$ cat src/rtl/tsp_pkg.sv
// Shared types and index helpers for the TSP path lock arbiter.
package tsp_pkg;
  localparam int PATH_LEN = 64;
  localparam int IDX_W    = 6;

  typedef enum logic {MODE_PAIR = 1'b0, MODE_ADJ = 1'b1} lock_mode_t;
  typedef enum logic {ST_RR = 1'b0, ST_AGED = 1'b1} arb_state_t;

  // Path positions wrap naturally in 6 bits; an offset of all-ones means -1.
  function automatic logic [IDX_W-1:0] idx_wrap(input logic [IDX_W-1:0] base,
                                                input logic [IDX_W-1:0] off);
    return base + off;
  endfunction
endpackage

$ cat src/rtl/path_lock_arbiter_if.sv
// Solver-side request/release bus and arbiter status outputs.
interface path_lock_arbiter_if
  import tsp_pkg::*;
#(
  parameter int N_REQ = 4
);
  logic                            flush;
  logic [N_REQ-1:0]                req_valid;
  logic [N_REQ-1:0]                req_mode;
  logic [N_REQ-1:0][IDX_W-1:0]     req_v1;
  logic [N_REQ-1:0][IDX_W-1:0]     req_v2;
  logic [N_REQ-1:0]                rel_valid;
  logic [N_REQ-1:0]                grant;
  logic [N_REQ-1:0]                err;
  logic [N_REQ-1:0]                held;
  logic [PATH_LEN-1:0]             lock_busy;
  logic [31:0]                     grant_count;

  modport master (
    output flush, req_valid, req_mode, req_v1, req_v2, rel_valid,
    input  grant, err, held, lock_busy, grant_count
  );

  modport slave (
    input  flush, req_valid, req_mode, req_v1, req_v2, rel_valid,
    output grant, err, held, lock_busy, grant_count
  );
endinterface

$ cat src/rtl/lock_mask_gen.sv
// Converts one solver request into the set of path positions it must lock.
module lock_mask_gen
  import tsp_pkg::*;
(
  input  logic                mode_i,
  input  logic [IDX_W-1:0]    v1_i,
  input  logic [IDX_W-1:0]    v2_i,
  output logic [PATH_LEN-1:0] mask_o,
  output logic                invalid_o
);
  localparam logic [IDX_W-1:0] MINUS1 = {IDX_W{1'b1}};
  localparam logic [IDX_W-1:0] PLUS1  = IDX_W'(1);

  always_comb begin
    mask_o    = '0;
    invalid_o = 1'b0;
    if (mode_i == MODE_ADJ) begin
      for (int k = 0; k < 4; k++) begin
        mask_o[idx_wrap(v1_i, IDX_W'(k))] = 1'b1;
      end
    end else begin
      mask_o[idx_wrap(v1_i, MINUS1)] = 1'b1;
      mask_o[v1_i]                   = 1'b1;
      mask_o[idx_wrap(v1_i, PLUS1)]  = 1'b1;
      mask_o[idx_wrap(v2_i, MINUS1)] = 1'b1;
      mask_o[v2_i]                   = 1'b1;
      mask_o[idx_wrap(v2_i, PLUS1)]  = 1'b1;
      // Equal or neighbouring pair vertices cannot form a 2-opt style swap.
      invalid_o = (v1_i == v2_i) || (v2_i == idx_wrap(v1_i, PLUS1)) ||
                  (v1_i == idx_wrap(v2_i, PLUS1));
    end
  end
endmodule

$ cat src/rtl/path_lock_arbiter.sv
// Atomic window lock manager: round-robin grant with an aging override.
module path_lock_arbiter
  import tsp_pkg::*;
#(
  parameter int N_REQ    = 4,
  parameter int MAX_WAIT = 15
) (
  input logic               clk,
  input logic               rst,
  path_lock_arbiter_if.slave bus
);
  localparam int OWN_W  = (N_REQ > 1) ? $clog2(N_REQ) : 1;
  localparam int WAIT_W = $clog2(MAX_WAIT + 1);
  localparam logic [WAIT_W-1:0] WAIT_MAX = WAIT_W'(MAX_WAIT);

  logic [PATH_LEN-1:0] mask [N_REQ];
  logic [N_REQ-1:0]    inv;

  for (genvar g = 0; g < N_REQ; g++) begin : g_mask
    lock_mask_gen u_mask (
      .mode_i   (bus.req_mode[g]),
      .v1_i     (bus.req_v1[g]),
      .v2_i     (bus.req_v2[g]),
      .mask_o   (mask[g]),
      .invalid_o(inv[g])
    );
  end

  arb_state_t          state_q, state_d;
  logic [OWN_W-1:0]    aged_q, aged_d;
  logic [OWN_W-1:0]    rr_q, rr_d;
  logic [N_REQ-1:0]    grant_q, grant_d;
  logic [N_REQ-1:0]    err_q, err_d;
  logic [N_REQ-1:0]    held_q, held_d;
  logic [PATH_LEN-1:0] lock_busy_q, lock_busy_d;
  logic [31:0]         cnt_q, cnt_d;
  logic [WAIT_W-1:0]   wait_q [N_REQ];
  logic [WAIT_W-1:0]   wait_d [N_REQ];
  logic [OWN_W-1:0]    owner_q [PATH_LEN];
  logic [OWN_W-1:0]    owner_d [PATH_LEN];

  logic [N_REQ-1:0]    elig, rel_act;
  logic [PATH_LEN-1:0] rel_pos, gmask;
  logic                win_vld;
  logic [OWN_W-1:0]    win;

  always_comb begin
    elig    = '0;
    err_d   = '0;
    win_vld = 1'b0;
    win     = '0;
    for (int i = 0; i < N_REQ; i++) begin
      elig[i]  = bus.req_valid[i] && !held_q[i] && !inv[i] &&
                 ((mask[i] & lock_busy_q) == '0);
      err_d[i] = bus.req_valid[i] && !held_q[i] && inv[i];
    end

    if (state_q == ST_RR) begin
      for (int k = 0; k < N_REQ; k++) begin
        if (!win_vld && elig[(int'(rr_q) + k) % N_REQ]) begin
          win_vld = 1'b1;
          win     = OWN_W'((int'(rr_q) + k) % N_REQ);
        end
      end
    end else if (elig[aged_q]) begin
      win_vld = 1'b1;
      win     = aged_q;
    end

    grant_d = win_vld ? (N_REQ'(1) << win) : '0;
    gmask   = win_vld ? mask[win] : '0;
    rel_act = bus.rel_valid & held_q;
    owner_d = owner_q;
    for (int p = 0; p < PATH_LEN; p++) begin
      rel_pos[p] = lock_busy_q[p] && rel_act[owner_q[p]];
      if (gmask[p]) owner_d[p] = win;
    end
    // Granted and released sets are disjoint, so both updates apply.
    lock_busy_d = (lock_busy_q & ~rel_pos) | gmask;
    held_d      = (held_q & ~rel_act) | grant_d;
    cnt_d       = cnt_q + 32'(win_vld);

    rr_d = rr_q;
    if (state_q == ST_RR && win_vld) begin
      rr_d = (win == OWN_W'(N_REQ - 1)) ? '0 : win + 1'b1;
    end

    for (int i = 0; i < N_REQ; i++) begin
      if (!bus.req_valid[i] || held_q[i] || inv[i] || grant_d[i]) begin
        wait_d[i] = '0;
      end else if (wait_q[i] != WAIT_MAX) begin
        wait_d[i] = wait_q[i] + 1'b1;
      end else begin
        wait_d[i] = wait_q[i];
      end
    end

    state_d = state_q;
    aged_d  = aged_q;
    if (state_q == ST_RR) begin
      for (int i = N_REQ - 1; i >= 0; i--) begin
        if (wait_d[i] == WAIT_MAX) begin
          state_d = ST_AGED;
          aged_d  = OWN_W'(i);
        end
      end
    end else if (win_vld || !bus.req_valid[aged_q]) begin
      state_d = ST_RR;
    end
  end

  always_ff @(posedge clk) begin
    if (rst) begin
      state_q     <= ST_RR;
      aged_q      <= '0;
      rr_q        <= '0;
      grant_q     <= '0;
      err_q       <= '0;
      held_q      <= '0;
      lock_busy_q <= '0;
      cnt_q       <= '0;
      for (int i = 0; i < N_REQ; i++) wait_q[i] <= '0;
      for (int p = 0; p < PATH_LEN; p++) owner_q[p] <= '0;
    end else if (bus.flush) begin
      state_q     <= ST_RR;
      grant_q     <= '0;
      err_q       <= '0;
      held_q      <= '0;
      lock_busy_q <= '0;
      cnt_q       <= '0;
      for (int i = 0; i < N_REQ; i++) wait_q[i] <= '0;
      for (int p = 0; p < PATH_LEN; p++) owner_q[p] <= '0;
    end else begin
      state_q     <= state_d;
      aged_q      <= aged_d;
      rr_q        <= rr_d;
      grant_q     <= grant_d;
      err_q       <= err_d;
      held_q      <= held_d;
      lock_busy_q <= lock_busy_d;
      cnt_q       <= cnt_d;
      wait_q      <= wait_d;
      owner_q     <= owner_d;
    end
  end

  assign bus.grant       = grant_q;
  assign bus.err         = err_q;
  assign bus.held        = held_q;
  assign bus.lock_busy   = lock_busy_q;
  assign bus.grant_count = cnt_q;
endmodule

$ cat src/flat_wrapper.sv
// flat-port wrapper written by rule: the top's interface ports become plain ports
module path_lock_arbiter_flat import tsp_pkg::*;
#(
  parameter int N_REQ    = 4,
  parameter int MAX_WAIT = 15
)
  (clk, rst, bus_flush, bus_req_valid, bus_req_mode, bus_req_v1, bus_req_v2, bus_rel_valid, bus_grant, bus_err, bus_held, bus_lock_busy, bus_grant_count);
  path_lock_arbiter_if #(.N_REQ(N_REQ)) bus_i ();
  input logic clk;
  input logic rst;
  input wire logic [$bits(bus_i.flush)-1:0] bus_flush;
  input wire logic [$bits(bus_i.req_valid)-1:0] bus_req_valid;
  input wire logic [$bits(bus_i.req_mode)-1:0] bus_req_mode;
  input wire logic [$bits(bus_i.req_v1)-1:0] bus_req_v1;
  input wire logic [$bits(bus_i.req_v2)-1:0] bus_req_v2;
  input wire logic [$bits(bus_i.rel_valid)-1:0] bus_rel_valid;
  output wire logic [$bits(bus_i.grant)-1:0] bus_grant;
  output wire logic [$bits(bus_i.err)-1:0] bus_err;
  output wire logic [$bits(bus_i.held)-1:0] bus_held;
  output wire logic [$bits(bus_i.lock_busy)-1:0] bus_lock_busy;
  output wire logic [$bits(bus_i.grant_count)-1:0] bus_grant_count;
  assign bus_i.flush = bus_flush;
  assign bus_i.req_valid = bus_req_valid;
  assign bus_i.req_mode = bus_req_mode;
  assign bus_i.req_v1 = bus_req_v1;
  assign bus_i.req_v2 = bus_req_v2;
  assign bus_i.rel_valid = bus_rel_valid;
  assign bus_grant = bus_i.grant;
  assign bus_err = bus_i.err;
  assign bus_held = bus_i.held;
  assign bus_lock_busy = bus_i.lock_busy;
  assign bus_grant_count = bus_i.grant_count;
  path_lock_arbiter #(.N_REQ(N_REQ), .MAX_WAIT(MAX_WAIT)) u_core (.clk(clk), .rst(rst), .bus(bus_i));
endmodule
$ cat config.mk
export PLATFORM = sky130hd
export DESIGN_NAME = path_lock_arbiter_flat
export DESIGN_NICKNAME = d
export VERILOG_FILES = /design/src/rtl/tsp_pkg.sv /design/src/rtl/path_lock_arbiter_if.sv /design/src/rtl/lock_mask_gen.sv /design/src/rtl/path_lock_arbiter.sv /design/src/flat_wrapper.sv
export SDC_FILE = /design/constraint.sdc
export NUM_CORES = 2
export LEC_CHECK = 0
export ABC_AREA = 1
export CAP_MARGIN = 30
export CELL_PAD_IN_SITES_DETAIL_PLACEMENT = 1
export CELL_PAD_IN_SITES_GLOBAL_PLACEMENT = 2
export CORE_MARGIN = 4
export CORE_UTILIZATION = 29
export DETAILED_ROUTE_END_ITERATION = 7
export GPL_ROUTABILITY_DRIVEN = 0
export PLACE_DENSITY_LB_ADDON = 0.1
export SLEW_MARGIN = 20
export SYNTH_ARGS = -nofsm -noshare
export SYNTH_HDL_FRONTEND = slang
export SYNTH_SLANG_ARGS = --single-unit
$ cat constraint.sdc
create_clock -name clk -period 8.2 [get_ports clk]
set_clock_uncertainty 0.2 [all_clocks]
set_input_delay 1.64 -clock clk [delete_from_list [all_inputs] [get_ports clk]]
set_output_delay 1.64 -clock clk [all_outputs]
set_load 0.05 [all_outputs]
==> reports/metrics.cfg <==
[sta]
timing.hold.ws_ps=262
drv_slew=0
setup_viol=0
fmax_ghz=0.127
fin_crit_sh_pct=95.7
tightest_slew_ps=1050
finalHoldViolCount=0
max_slew_margin_pct=29.4
fin_crit_ps=7850
tns_ps=0

[clocking]
cts_tree=built
cts_hold_buffers=0
cts_buffers=31
cts_root_buffer=clkbuf_16
clkLatencyLatePin_ps=660
clk_pin_slew_ps=60
clock_path_buffers=3
cts_sinks=257
cts_max_level=1

[global_routing]
grt_max_degree=89
grt_overflow=0
antenna_found_initial=13
grt_usage_pct=38.9
grt_pass1_vias=61500
grt_first_pass_wirelength_um=406000

[synth]
ys.flop_type=dfxtp_1
syn_area_sq_um=38200
async_reset_ff_share_pct=0
ys_ff_latch=257
ys_types=49
syn_area_per_cell_sq_um=5.17
synth_top_area_cell=nand2_1
syn_nets=7477
yosysMostFrequentCell=nand2_1
synth_edf_count=0
ys_seq_area_share_pct=13.5
ys_warn_count=0
synthTopCellsByCount=nand2_1 (2321), nand3_1 (729), nor2_1 (729), nand4_1 (670), inv_1 (529)
synthCells=7388
synth_area_leaders=nand2_1 (23%), dfxtp_1 (13%), nand4_1 (11%), nand3_1 (9.5%), nor2_1 (7.2%)
yosysTopAreaCellShare_pct=22.8

[route]
drcViolationCount=0
dr.first_iter.drc_count=7798
avgRoutedWirePerCell_um=26.4
antenna_left=0
vias_per_cell=5.88
routed_wl_um=283000
drtPass1Iterations=6
vias=63000

[critical_path]
cpPeakStageDelay_ps=330
endpoint_kind=flip-flop
arrival_ps=8190
required_ps=8540
cp_slowest_cell=ha_1
critPathLaunchType=input pin
worst_path_most_repeated_cell=nand2_1
crit_fanout=7
setup.worst_path.class=input pin to flip-flop

[power_and_ir_drop]
pwr_density_cell_nw_per_um2=278
p_total_mw=16.2
ir_drop_mv=0.433
leakagePower_nw=27.0

[outcome]
status=complete, no violations

[layout]
finalNonFillerCells=10700
nets=9029
area_growth_pct=52.3
fin_util_pct=44.7
drive_above_1_share_pct=28.7

[die]
die_h_um=371
io_pins=171
rows=132
start_util_pct=29.3
chipWidth_um=371
die_area_sq_um=138000
core_area_sq_um=130000

[run]
cap_viol_max_count=0

[placed_design]
dp_hpwl_um=223000
dp.cells=10600
io_buffers=170

[min_path]
hp-class=flip-flop to flip-flop

## final cells by class
cell class	count	area, sq um
fillers	17800	72100
multi-input cells	6081	31100
repair buffers	1960	16400
flip-flops and latches	257	5150
inverters	609	2310
well taps	1742	2180
clock buffers	45	858
clock inverters	13	176
diodes	6	15.0
## metal layers
layer	global-route usage, %	vias to the layer above	part of all wire [%]
li1	-	28200	-
met1	50.5	30500	40
met2	60.3	3450	43
met3	7.09	913	9.8
met4	22.3	12	7.3
met5	0	-	0.028
## worst paths after layout
| check | slack, ps | startpoint | to | cells after the start |
|---|---|---|---|---|
| worst max-delay path | 350 | bus_req_v1[12] | u_core.bus.grant_count[30] | 51 |
| worst min-delay path | 260 | u_core.owner_q[127] | u_core.owner_q[127] | 2 |
| worst max register to register | 2080 | u_core.bus.held[0] | u_core.bus.grant_count[30] | 43 |
| worst min register to register | 260 | u_core.owner_q[127] | u_core.owner_q[127] | 2 |
## sequential cells by signal, indices dropped and copies added (netlist names)
signal	cells
u_core.bus.held	4
u_core.wait_q	16
u_core.bus.err	4
u_core.rr_q	2
u_core.bus.grant	4
u_core.state_q	1
u_core.bus.lock_busy	64
u_core.owner_q	128
u_core.aged_q	2
u_core.bus.grant_count	32
## through the flow
stage               setup WS (ps)  area (sq um)
finish                        349         58200
global route                 -167         58200
CTS                          1.40         55700
detailed placement          -1200         54300
global placement            -1160         54200
floorplan                    21.6         38200
## critical path, delay by kind of cell
kind	cells	cell delay [ps]
simple gates	33	4200
compound gates	4	550
buf+inv	11	1170
fa+ha+maj	3	610
## logic make-up (layout without fill, tap and decap cells)
kind of cell	count (synthesis)	in the layout	share of synthesized area, %
adders and majority gates	26	26	0.851
muxes	4	4	0.105
xor gates and xnor gates	59	59	1.43
and+or+nand+nor	4755	4755	55.8
AOI/OAI and AO/OA	1237	1237	17.1
buffers and inverters	1050	2627	11.3
DFF	257	257	13.5
other	0	6	0
## report_power, final
part	internal, mW	leakage (nW)	switching [mW]
clock	0.852	0.510	0.647
combinational	3.85	24.4	8.18
sequential	1.71	2.09	0.946
total	6.41	27.0	9.77
## repair_timing
| action | CTS | global route |
|---|---|---|
| cloned | 0 | 3 |
| pin swaps | 8 | 165 |
| resized for setup | 109 | 635 |
| endpoints found under the setup margin | 7 | 11 |
| buffers inserted | 9 | 55 |
## cell usage in the layout (no fill, tap or decap), drive strengths merged, types with 6 or more instances in the layout
master	netlist	layout
nand2	2346	2346
buf	235	1798
nand3	771	771
nor2	760	760
o21ai	715	715
nand4	670	670
inv	597	599
a21oi	321	321
dfxtp	257	257
nor3	166	166
a31oi	133	133
clkdlybuf4s50	0	115
clkbuf	206	70
xor2	43	43
o22ai	28	28
ha	26	26
dlymetal6s2s	0	22
o21bai	20	20
nand3b	18	18
xnor2	16	16
clkinv	12	16
nor4	10	10
diode	0	6
Note: power is estimated with default switching activity, not from simulation.
